## src/rtl/counter_modulo.sv

```systemverilog
// -----------------------------------------------------------------------------
// counter_modulo
//   Up/down modulo counter with an enable prescaler, a synchronous load and
//   selectable wrap or saturate behaviour at the count limits (0 and
//   MAX_VALUE).
//
// Parameters
//   WIDTH     : counter width in bits (2..32)
//   MAX_VALUE : terminal count (1..2**WIDTH-1)
//   PRESCALE  : enabled cycles per count step (1..65535)
//   SATURATE  : 0 = wrap at the limits, 1 = hold at the limits
//
// Ports
//   clock_i         : clock, all state updates on the rising edge
//   reset_i         : synchronous active-high reset
//   enable_i        : count enable, advances the prescaler
//   up_i            : direction, 1 = up, 0 = down
//   load_i          : synchronous load strobe
//   load_value_i    : value loaded (clamped to MAX_VALUE)
//   counter_value_o : current count, registered
//   terminal_o      : count is at the limit for the current direction
//   wrap_o          : registered one-cycle pulse after a step taken at a limit
// -----------------------------------------------------------------------------
module counter_modulo #(
  parameter int unsigned WIDTH     = 8,
  parameter int unsigned MAX_VALUE = 255,
  parameter int unsigned PRESCALE  = 1,
  parameter bit          SATURATE  = 1'b0
) (
  input  logic             clock_i,
  input  logic             reset_i,
  input  logic             enable_i,
  input  logic             up_i,
  input  logic             load_i,
  input  logic [WIDTH-1:0] load_value_i,
  output logic [WIDTH-1:0] counter_value_o,
  output logic             terminal_o,
  output logic             wrap_o
);

  // A PRESCALE of 1 still gets a one-bit prescaler that never leaves 0.
  localparam int unsigned PS_W = (PRESCALE > 1) ? $clog2(PRESCALE) : 1;

  localparam logic [WIDTH-1:0] MAX_C   = WIDTH'(MAX_VALUE);
  localparam logic [PS_W-1:0]  PS_LAST = PS_W'(PRESCALE - 1);

  logic [WIDTH-1:0] count_q, count_d;
  logic [PS_W-1:0]  prescale_q, prescale_d;
  logic             wrap_q, wrap_d;

  logic at_max;
  logic at_zero;
  logic step;

  assign at_max  = (count_q == MAX_C);
  assign at_zero = (count_q == '0);
  assign step    = enable_i && (prescale_q == PS_LAST);

  // Next-state logic. Reset is handled in the register block, so here the
  // priority is load, then step/prescale, then hold.
  always_comb begin
    // NOTE: every signal gets a default before any branch so no path can
    // leave it unassigned; otherwise synthesis infers a latch.
    count_d    = count_q;
    prescale_d = prescale_q;
    wrap_d     = 1'b0;

    if (load_i) begin
      // A load wins over a coincident step and clears any partial prescale.
      count_d    = (load_value_i > MAX_C) ? MAX_C : load_value_i;
      prescale_d = '0;
    end else if (enable_i) begin
      if (step) begin
        prescale_d = '0;
        if (up_i) begin
          if (at_max) begin
            count_d = SATURATE ? MAX_C : '0;
            wrap_d  = 1'b1;
          end else begin
            count_d = count_q + WIDTH'(1);
          end
        end else begin
          if (at_zero) begin
            count_d = SATURATE ? '0 : MAX_C;
            wrap_d  = 1'b1;
          end else begin
            count_d = count_q - WIDTH'(1);
          end
        end
      end else begin
        prescale_d = prescale_q + PS_W'(1);
      end
    end
  end

  always_ff @(posedge clock_i) begin
    // NOTE: sequential state uses non-blocking assignments so every register
    // samples its pre-edge inputs, independent of statement order.
    if (reset_i) begin
      count_q    <= '0;
      prescale_q <= '0;
      wrap_q     <= 1'b0;
    end else begin
      count_q    <= count_d;
      prescale_q <= prescale_d;
      wrap_q     <= wrap_d;
    end
  end

  assign counter_value_o = count_q;
  assign wrap_o          = wrap_q;
  // Only output with a combinational path: it follows up_i immediately.
  assign terminal_o      = up_i ? at_max : at_zero;

endmodule

```

## config.mk

```make
export PLATFORM = sky130hd
export DESIGN_NAME = counter_modulo
export DESIGN_NICKNAME = d
export VERILOG_FILES = /design/src/rtl/counter_modulo.sv
export SDC_FILE = /design/constraint.sdc
export NUM_CORES = 1
export LEC_CHECK = 0
export ABC_AREA = 0
export CORE_MARGIN = 1.5
export CORE_UTILIZATION = 25
export CTS_BUF_LIST = sky130_fd_sc_hd__clkbuf_2
export CTS_CLUSTER_DIAMETER = 80
export DETAILED_ROUTE_END_ITERATION = 6
export GPL_ROUTABILITY_DRIVEN = 0
export GPL_TIMING_DRIVEN = 0
export SLEW_MARGIN = 5
export SYNTH_ARGS = -nofsm -noshare
export SYNTH_HDL_FRONTEND = slang
export SYNTH_SLANG_ARGS = --single-unit
```

## constraint.sdc

```tcl
create_clock -name clock_i -period 2.7 [get_ports clock_i]
set_clock_uncertainty 0.1 [all_clocks]
set_input_delay 0.27 -clock clock_i [delete_from_list [all_inputs] [get_ports clock_i]]
set_output_delay 0.27 -clock clock_i [all_outputs]
set_load 0.1 [all_outputs]
```

# Word-level counts from Yosys, hierarchy flattened

Cells that the tools add are included.

Flip-flop bits (word level): 10
Latch bits: 0
RAM bits: 0
Memory bits (read-only): 0
Output and inout port bits: 10
Logic and storage cells: 30
Memories kept: 0

Add/sub/neg operators: 3
$mul: 0
Div/mod/pow operators: 0
Order comparisons: 1
Equal/unequal tests: 1
Shift operators: 0
Multiplexer cells: 12
Bitwise logic cells: 3
Reductions and logical operators: 7

Operators with widths:

| operator                                                            | number |
|---|---|
| 8-bit 2-to-1 mux                                                    | 7 |
| 8-bit by 1-bit adder with 8-bit output (second input constant)      | 1 |
| 8-bit equality test (second input constant)                         | 1 |
| 8-bit greater-than comparator (second input constant)               | 1 |
| 8-bit zero test                                                     | 1 |
| 8-bit by 1-bit subtractor with 8-bit output (second input constant) | 1 |
| 1-bit 2-to-1 mux                                                    | 5 |
| 2-bit nonzero test                                                  | 2 |
| 4-bit OR reduction                                                  | 1 |
| 1-bit inverter                                                      | 3 |
| 2-bit AND reduction                                                 | 1 |
| 2-bit OR reduction                                                  | 1 |
| 1-bit adder (second input constant)                                 | 1 |
| 1-bit logical AND                                                   | 1 |

# Logic depth before layout (Yosys ltp)

Gate-level depths: netlist of the first run.

Depth after elaboration: 6
Depth in mapped cells: 7
Depth with buffers taken out: 6

# Least setup slack after synthesis of the first run

No wires, ideal clock.

Kind: flip-flop to flip-flop
From: register count_q[5] (netlist: counter_value_o[5])
To: register wrap_q (netlist: wrap_o)
Setup time: 0.071 ns
Data arrival time: 3.431 ns
Data required time: 2.529 ns
Setup slack: -0.902 ns
Stages on the path, launching flop included: 6
Buffers on the path: 1
Cells stage by stage: dfxtp_1 > clkbuf_1 > and3_1 > nand3_1 > o21bai_1 > nor2b_1

Word-level cells in the longest chain between the ends: 3
Elaborated cells between the ends (all ways): 5

Ends and longest elaborated chain:

| element                                                       | RTL line | RTL |
|---|---|---|
| start, declared                                               | 47       | `logic [WIDTH-1:0] count_q, count_d;` |
| start signal, assigned                                        | 104      | `count_q <= count_d;` |
| 8-bit equality test / 8-bit zero test (equally long branches) | 55, 56   |  |
| 1-bit 2-to-1 mux, on equally long branches                    | 76, 83   |  |
| 1-bit 2-to-1 mux (*)                                          | 75       | `if (up_i) begin` |
| end signal, assigned                                          | 106      | `wrap_q <= wrap_d;` |
| end, declared                                                 | 49       | `logic wrap_q, wrap_d;` |

Every way passes the cells marked *; elsewhere a longest branch is shown, timed or not.
A chain may end at the register's enable or synchronous reset.

# Final worst setup path of the first run

From: register count_q[0] (netlist: counter_value_o[0])
To: output terminal_o

Word-level cells in the longest chain between the ends: 2
Elaborated cells between the ends (all ways): 3

Ends and longest elaborated chain:

| element                                                       | RTL line | RTL |
|---|---|---|
| 8-bit equality test / 8-bit zero test (equally long branches) | 55, 56   |  |
| 1-bit 2-to-1 mux (*)                                          | 113      | `assign terminal_o = up_i ? at_max : at_zero;` |
| end, declared                                                 | 37       | `output logic terminal_o,` |

Marks and branches as above.

==> qor.yml, run 1 <==
final_cells: 184
dpl.cell_count: 181
synth.area.top_cells: "dfxtp_1 (23%), ha_1 (4.2%), o21ai_0 (4.0%)"
rsz0062_at_grt: "no"
synth_ff_type: "dfxtp_1"
synthCells: 115
fin_crit_sh: 0.934
grtUsageTotal: 0.143
start_util: 0.263
synth_top_area_cell: "dfxtp_1"
synth_area_per_cell_sq_um: 7.68
slew_viol_final: 0
synth_top_family_by_area: "simple AND/OR/NAND/NOR gates"
grt_max_degree: 13
fp.coreArea_sq_um: 3360
clk_pin_slew_worst_paths_ns: 0.13
cts_sinks: 10
clock_latency_ns: 0.28
peakVddDrop_mv: 0.215
cts_root_buf: "clkbuf_2"
synth-compound-area-share: 0.286
min_path_type: "input pin to flip-flop"
grt_util_met3: 0.0198
drc: 0
crit_fanout: 12
final_cell_mix: "clkdlybuf4s50_1 (19), nor2_1 (8), o21ai_0 (7)"
synth_fa_ha_area_frac: 0.0425
hpwl_mm: 1.89
fmax_mhz: 397
synthXorXnorAreaFrac: 0.0297
use_met2: 0.223
numCtsBuffers: 3
grtUsageMet1: 0.195
worstSetupPathType: "flip-flop to output port"
io_pins: 23
worst_pin_slew_ns: 0.976
worstSetupEndpointType: "output port"
grt_pass1_wl_mm: 4.50
cts_tree: "yes"
num_antenna_cells: 0
ant_nets: 0
synthMuxAreaShare: 0.0127
setup_viol_count_final: 0
die_x_um: 62.4
final_common_cell: "clkdlybuf4s50_1"
dr.pass1.iters: 4
syn_area_sq_um: 883
viasPerCell: 5.38
clockBufferDepth: 2
cp.required_ns: 2.33
drv_cap: 0
slew_headroom: 0.347
finalHoldViolCount: 0
htree_num_levels: 1
drt_iter0_drc: 60
synth_seq_cells: 10
num_rows: 21
grt-ovfl-total: 0
ys_seq_area_frac: 0.227
area_growth_pct: 33.7
io_buffer_count: 20
grt_antenna_before_repair: 0
p_leak_uw: 0.000423
grt-busiest-layer: "met2"
worst_setup_path_start_kind: "flip-flop"
whs_ns: 0.331
layout.nets: 155
wl_per_cell_um: 14.4
wl_mm: 2.65
yosys.area_share.simple: 0.324
die_area_sq_um: 3900
power_density_nw_per_um2: 444
async_reset_ff_frac: 0
fin_crit_ns: 2.52
outcome: "finished clean"
synth_nets: 131
vias: 990
die_h_um: 62.4
setup-tns-final_ns: 0
drive_gt1_frac: 0.159
synth_cell_type_count: 47
cp_data_arrival_time_ns: 2.15
grt_pass1_vias: 929
synth_top_area_frac: 0.227
synth_edf_count: 0
ys_warn_count: 0
critical path, stage by stage, from the launching register on:
cell and delay (ns):
dfxtp_2 0.41, inv_1 0.14, ha_1 0.18, or3b_2 0.49
nor4_4 0.25, o21bai_4 0.18, buf_8 0.21
cell usage after synthesis (2+ instances only):
library cell,instances
and3_1,2
clkbuf_1,8
nor2b_1,3
nand3_1,5
o21bai_1,4
a31oi_1,3
nor2_1,8
xor2_1,2
ha_1,3
inv_1,5
dfxtp_1,10
nand2b_1,3
nand2_1,6
a2111oi_2,2
o21ai_0,7
nand4_1,3
nor3_1,5
a21oi_1,6
o221ai_1,2
timing repair:
| action | 4_1_cts | 5_1_grt |
|---|---|---|
| hold buffers | 0 | 0 |
| setup buffers | 1 | 0 |
| gates cloned | 0 | 0 |
| pin swaps | 1 | 0 |
| setup endpoints to repair | 1 | 1 |
| gates resized for setup | 8 | 3 |
registers in the layout, indices dropped and copies added (netlist names):
name,count
counter_value_o,8
prescale_q,1
wrap_o,1
cell type report:
cell class | instances | area (sq um)
clock inverter | 1 | 3.75
timing repair buffer | 21 | 213
sequential | 10 | 205
tap | 46 | 57.6
inverter | 5 | 18.8
clock buffer | 3 | 15.0
fill | 383 | 2180
buffer | 9 | 42.5
multi-input combinational | 89 | 626
per-stage QoR:
step                instance area (sq um)  setup slack [ns]   util  total power [uW]
finish                               1180             0.179  0.351               524
global route                         1180            0.0601  0.351               555
CTS                                  1180           0.00349  0.352               524
detailed placement                   1150            -0.650  0.343               425
global placement                     1150            -0.637  0.343               422
floorplan                             897            0.0403      -               362
layer usage:
metal / up-vias / wire (um)
met5: - / 0
met4: 0 / 39
met3: 4 / 166
met2: 42 / 1200
met1: 468 / 1240
li1: 476 / -
worst paths after layout:
path / startpoint / to / slack, ns / cells past startpoint
max: counter_value_o[0]$_SDFFE_PP0P_ / terminal_o / 0.18 / 6
min reg2reg: prescale_q$_SDFFE_PP0P_ / prescale_q$_SDFFE_PP0P_ / 0.40 / 1
max reg2reg: counter_value_o[0]$_SDFFE_PP0P_ / counter_value_o[2]$_SDFFE_PP0P_ / 0.48 / 7
min: reset_i / counter_value_o[7]$_SDFFE_PP0P_ / 0.33 / 2
logic make-up (layout without fill, tap and decap cells):
| group | count (synthesis) | count (layout) |
|---|---|---|
| compound gates | 35 | 35 |
| flops | 10 | 10 |
| buf+inv | 16 | 39 |
| fa+ha+maj | 3 | 3 |
| xor+xnor | 3 | 3 |
| simple gates | 47 | 47 |
| mux | 1 | 1 |
power by group:
part | switching (uW) | internal (uW) | leakage, uW | total (uW)
clock network | 64.9 | 32.1 | 0.0000140 | 97.1
registers | 16.8 | 159 | 0.0000838 | 176
logic | 166 | 85.9 | 0.000325 | 252
Note: power is estimated with default switching activity, not from simulation.
==> run 2, diff against run 1 <==
--- a/config.mk
+++ b/config.mk
@@ -13,6 +13,7 @@
 export DETAILED_ROUTE_END_ITERATION = 6
 export GPL_ROUTABILITY_DRIVEN = 0
 export GPL_TIMING_DRIVEN = 0
+export RECOVER_POWER = 100
 export SLEW_MARGIN = 5
 export SYNTH_ARGS = -nofsm -noshare
 export SYNTH_HDL_FRONTEND = slang
==> run 2 against run 1 <==
Utilization is 0.60 points lower. Die area is the same. Worst setup slack worse by 0.014 ns. Register-to-register slack got worse by 0.16 ns. Wire length shrank 0.83%. Design area fell by 1.7%. Power decreased by 2.4%. Clock power fell by 2%. Sequential cell count is the same.
==> qor.yml, run 2 (same netlist as run 1, synthesis figures left out) <==
outcome: "finished clean"
wl_mm: 2.62
dpl.cell_count: 181
wl_per_cell_um: 14.3
max_stage_delay_ns: 0.49
worst_pin_slew_ns: 0.985
drive_gt1_frac: 0.138
layout.nets: 155
final_cells: 184
hpwl_mm: 1.89
clk_pin_slew_worst_paths_ns: 0.12
drc: 0
finalHoldViolCount: 0
die_x_um: 62.4
cts_root_buf: "clkbuf_2"
peakVddDrop_mv: 0.207
num_antenna_cells: 0
largest_register_ffs: 8
p_leak_uw: 0.000437
final_common_cell: "dlygate4sd3_1"
worst_setup_path_start_kind: "flip-flop"
die_area_sq_um: 3900
grt-ovfl-total: 0
drt_iter0_drc: 52
crit_fanout: 12
fin_crit_ns: 2.54
final_cell_mix: "dlygate4sd3_1 (10), clkdlybuf4s50_1 (9), clkbuf_1 (8), nor2_1 (8), o21ai_0 (7)"
fin_crit_sh: 0.939
cp.required_ns: 2.33
area_growth_pct: 31.4
rrSetupSlack_ns: 0.32
grt_antenna_before_repair: 0
slew_viol_final: 0
min_path_type: "input pin to flip-flop"
dr.pass1.iters: 4
power_density_nw_per_um2: 441
vias: 982
io_pins: 23
fp.coreArea_sq_um: 3360
clock_latency_ns: 0.28
cts_tree: "yes"
io_buffer_count: 20
rsz0062_at_grt: "no"
worstSetupPathType: "flip-flop to output port"
fillCellCount: 389
num_rows: 21
final_util: 0.345
cp_cell_sequence: "inv_1 -> ha_1 -> or3b_2 -> nor4_4 -> o21bai_4 -> buf_6"
grt_pass1_wl_mm: 4.50
fmax_mhz: 394
postCtsHoldBufs: 0
slowest_stage: "or3b_2"
grtUsageTotal: 0.143
start_util: 0.263
ant_nets: 0
clockBufferDepth: 2
htree_num_levels: 1
worstSetupEndpointType: "output port"
grt_max_degree: 13
cp_data_arrival_time_ns: 2.17
die_h_um: 62.4
grt_pass1_vias: 929
slew_headroom: 0.341
viasPerCell: 5.34
numCtsBuffers: 3
cts_sinks: 10
drv_cap: 0
setup_viol_count_final: 0
==> run 2: cell types whose count changed in the layout (fill, tap and decap cells not counted), sizes merged <==
cell,delta
buf,-2
clkdlybuf4s50,-10
clkbuf,+2
dlygate4sd3,+10
==> run 2: repair_timing <==
item,4_1_cts,5_1_grt
cloned,0,0
buffers inserted,1,0
setup endpoints to repair,1,1
resized for setup,8,3
pin swaps,1,0
==> run 2: cell type report <==
cell class	count	area, sq um	area share
Buffer	9	42.5	0.0366
Clock buffer	3	15.0	0.0129
Clock inverter	1	3.75	0.00323
Inverter	5	18.8	0.0162
Multi-Input combinational cell	89	613	0.528
Sequential cell	10	205	0.177
Tap cell	46	57.6	0.0496
Timing Repair Buffer	21	205	0.177
==> run 2: power breakdown <==
part           switching (uW)  leakage (uW)  total [uW]  internal [uW]
Sequential               16.3     0.0000838         175            159
Combinational             163      0.000340         241           78.6
Clock                    63.3     0.0000140        95.5           32.1
Total                     242      0.000437         512            270
==> run 2: per-layer routing <==
metal | global-route usage | vias to the layer above | wire (um) | part of all wire
met1 | 0.195 | 460 | 1190 | 0.45
li1 | - | 475 | - | -
met4 | 0.0694 | 0 | 38 | 0.014
met2 | 0.223 | 43 | 1220 | 0.46
met5 | 0 | - | 0 | 0
met3 | 0.0198 | 4 | 178 | 0.068
==> run 2: worst paths after layout <==
path,from,to,cells after the start
hold / removal,reset_i,counter_value_o[7]$_SDFFE_PP0P_,2
hold reg to reg,prescale_q$_SDFFE_PP0P_,prescale_q$_SDFFE_PP0P_,1
setup / recovery,counter_value_o[0]$_SDFFE_PP0P_,terminal_o,6
setup reg to reg,counter_value_o[0]$_SDFFE_PP0P_,counter_value_o[2]$_SDFFE_PP0P_,7
==> run 2: critical path: cells and delay by family, from the launching register on <==
kind | cells | cell delay (ns)
buf+inv | 2 | 0.38
compound gates | 1 | 0.18
flops | 1 | 0.40
fa+ha+maj | 1 | 0.18
simple gates | 2 | 0.74
==> run 2: through the flow <==
step | TNS [ns] | total power, uW | setup slack [ns] | hold slack [ns] | area (sq um)
2_1_floorplan | 0 | 362 | 0.0403 | 0.247 | 897
3_3_place_gp | -0.637 | 422 | -0.637 | 0.379 | 1150
3_5_place_dp | -0.650 | 425 | -0.650 | 0.384 | 1150
4_1_cts | 0 | 524 | 0.00349 | 0.332 | 1180
5_1_grt | 0 | 544 | 0.0439 | 0.332 | 1160
6_report | 0 | 512 | 0.165 | 0.309 | 1160
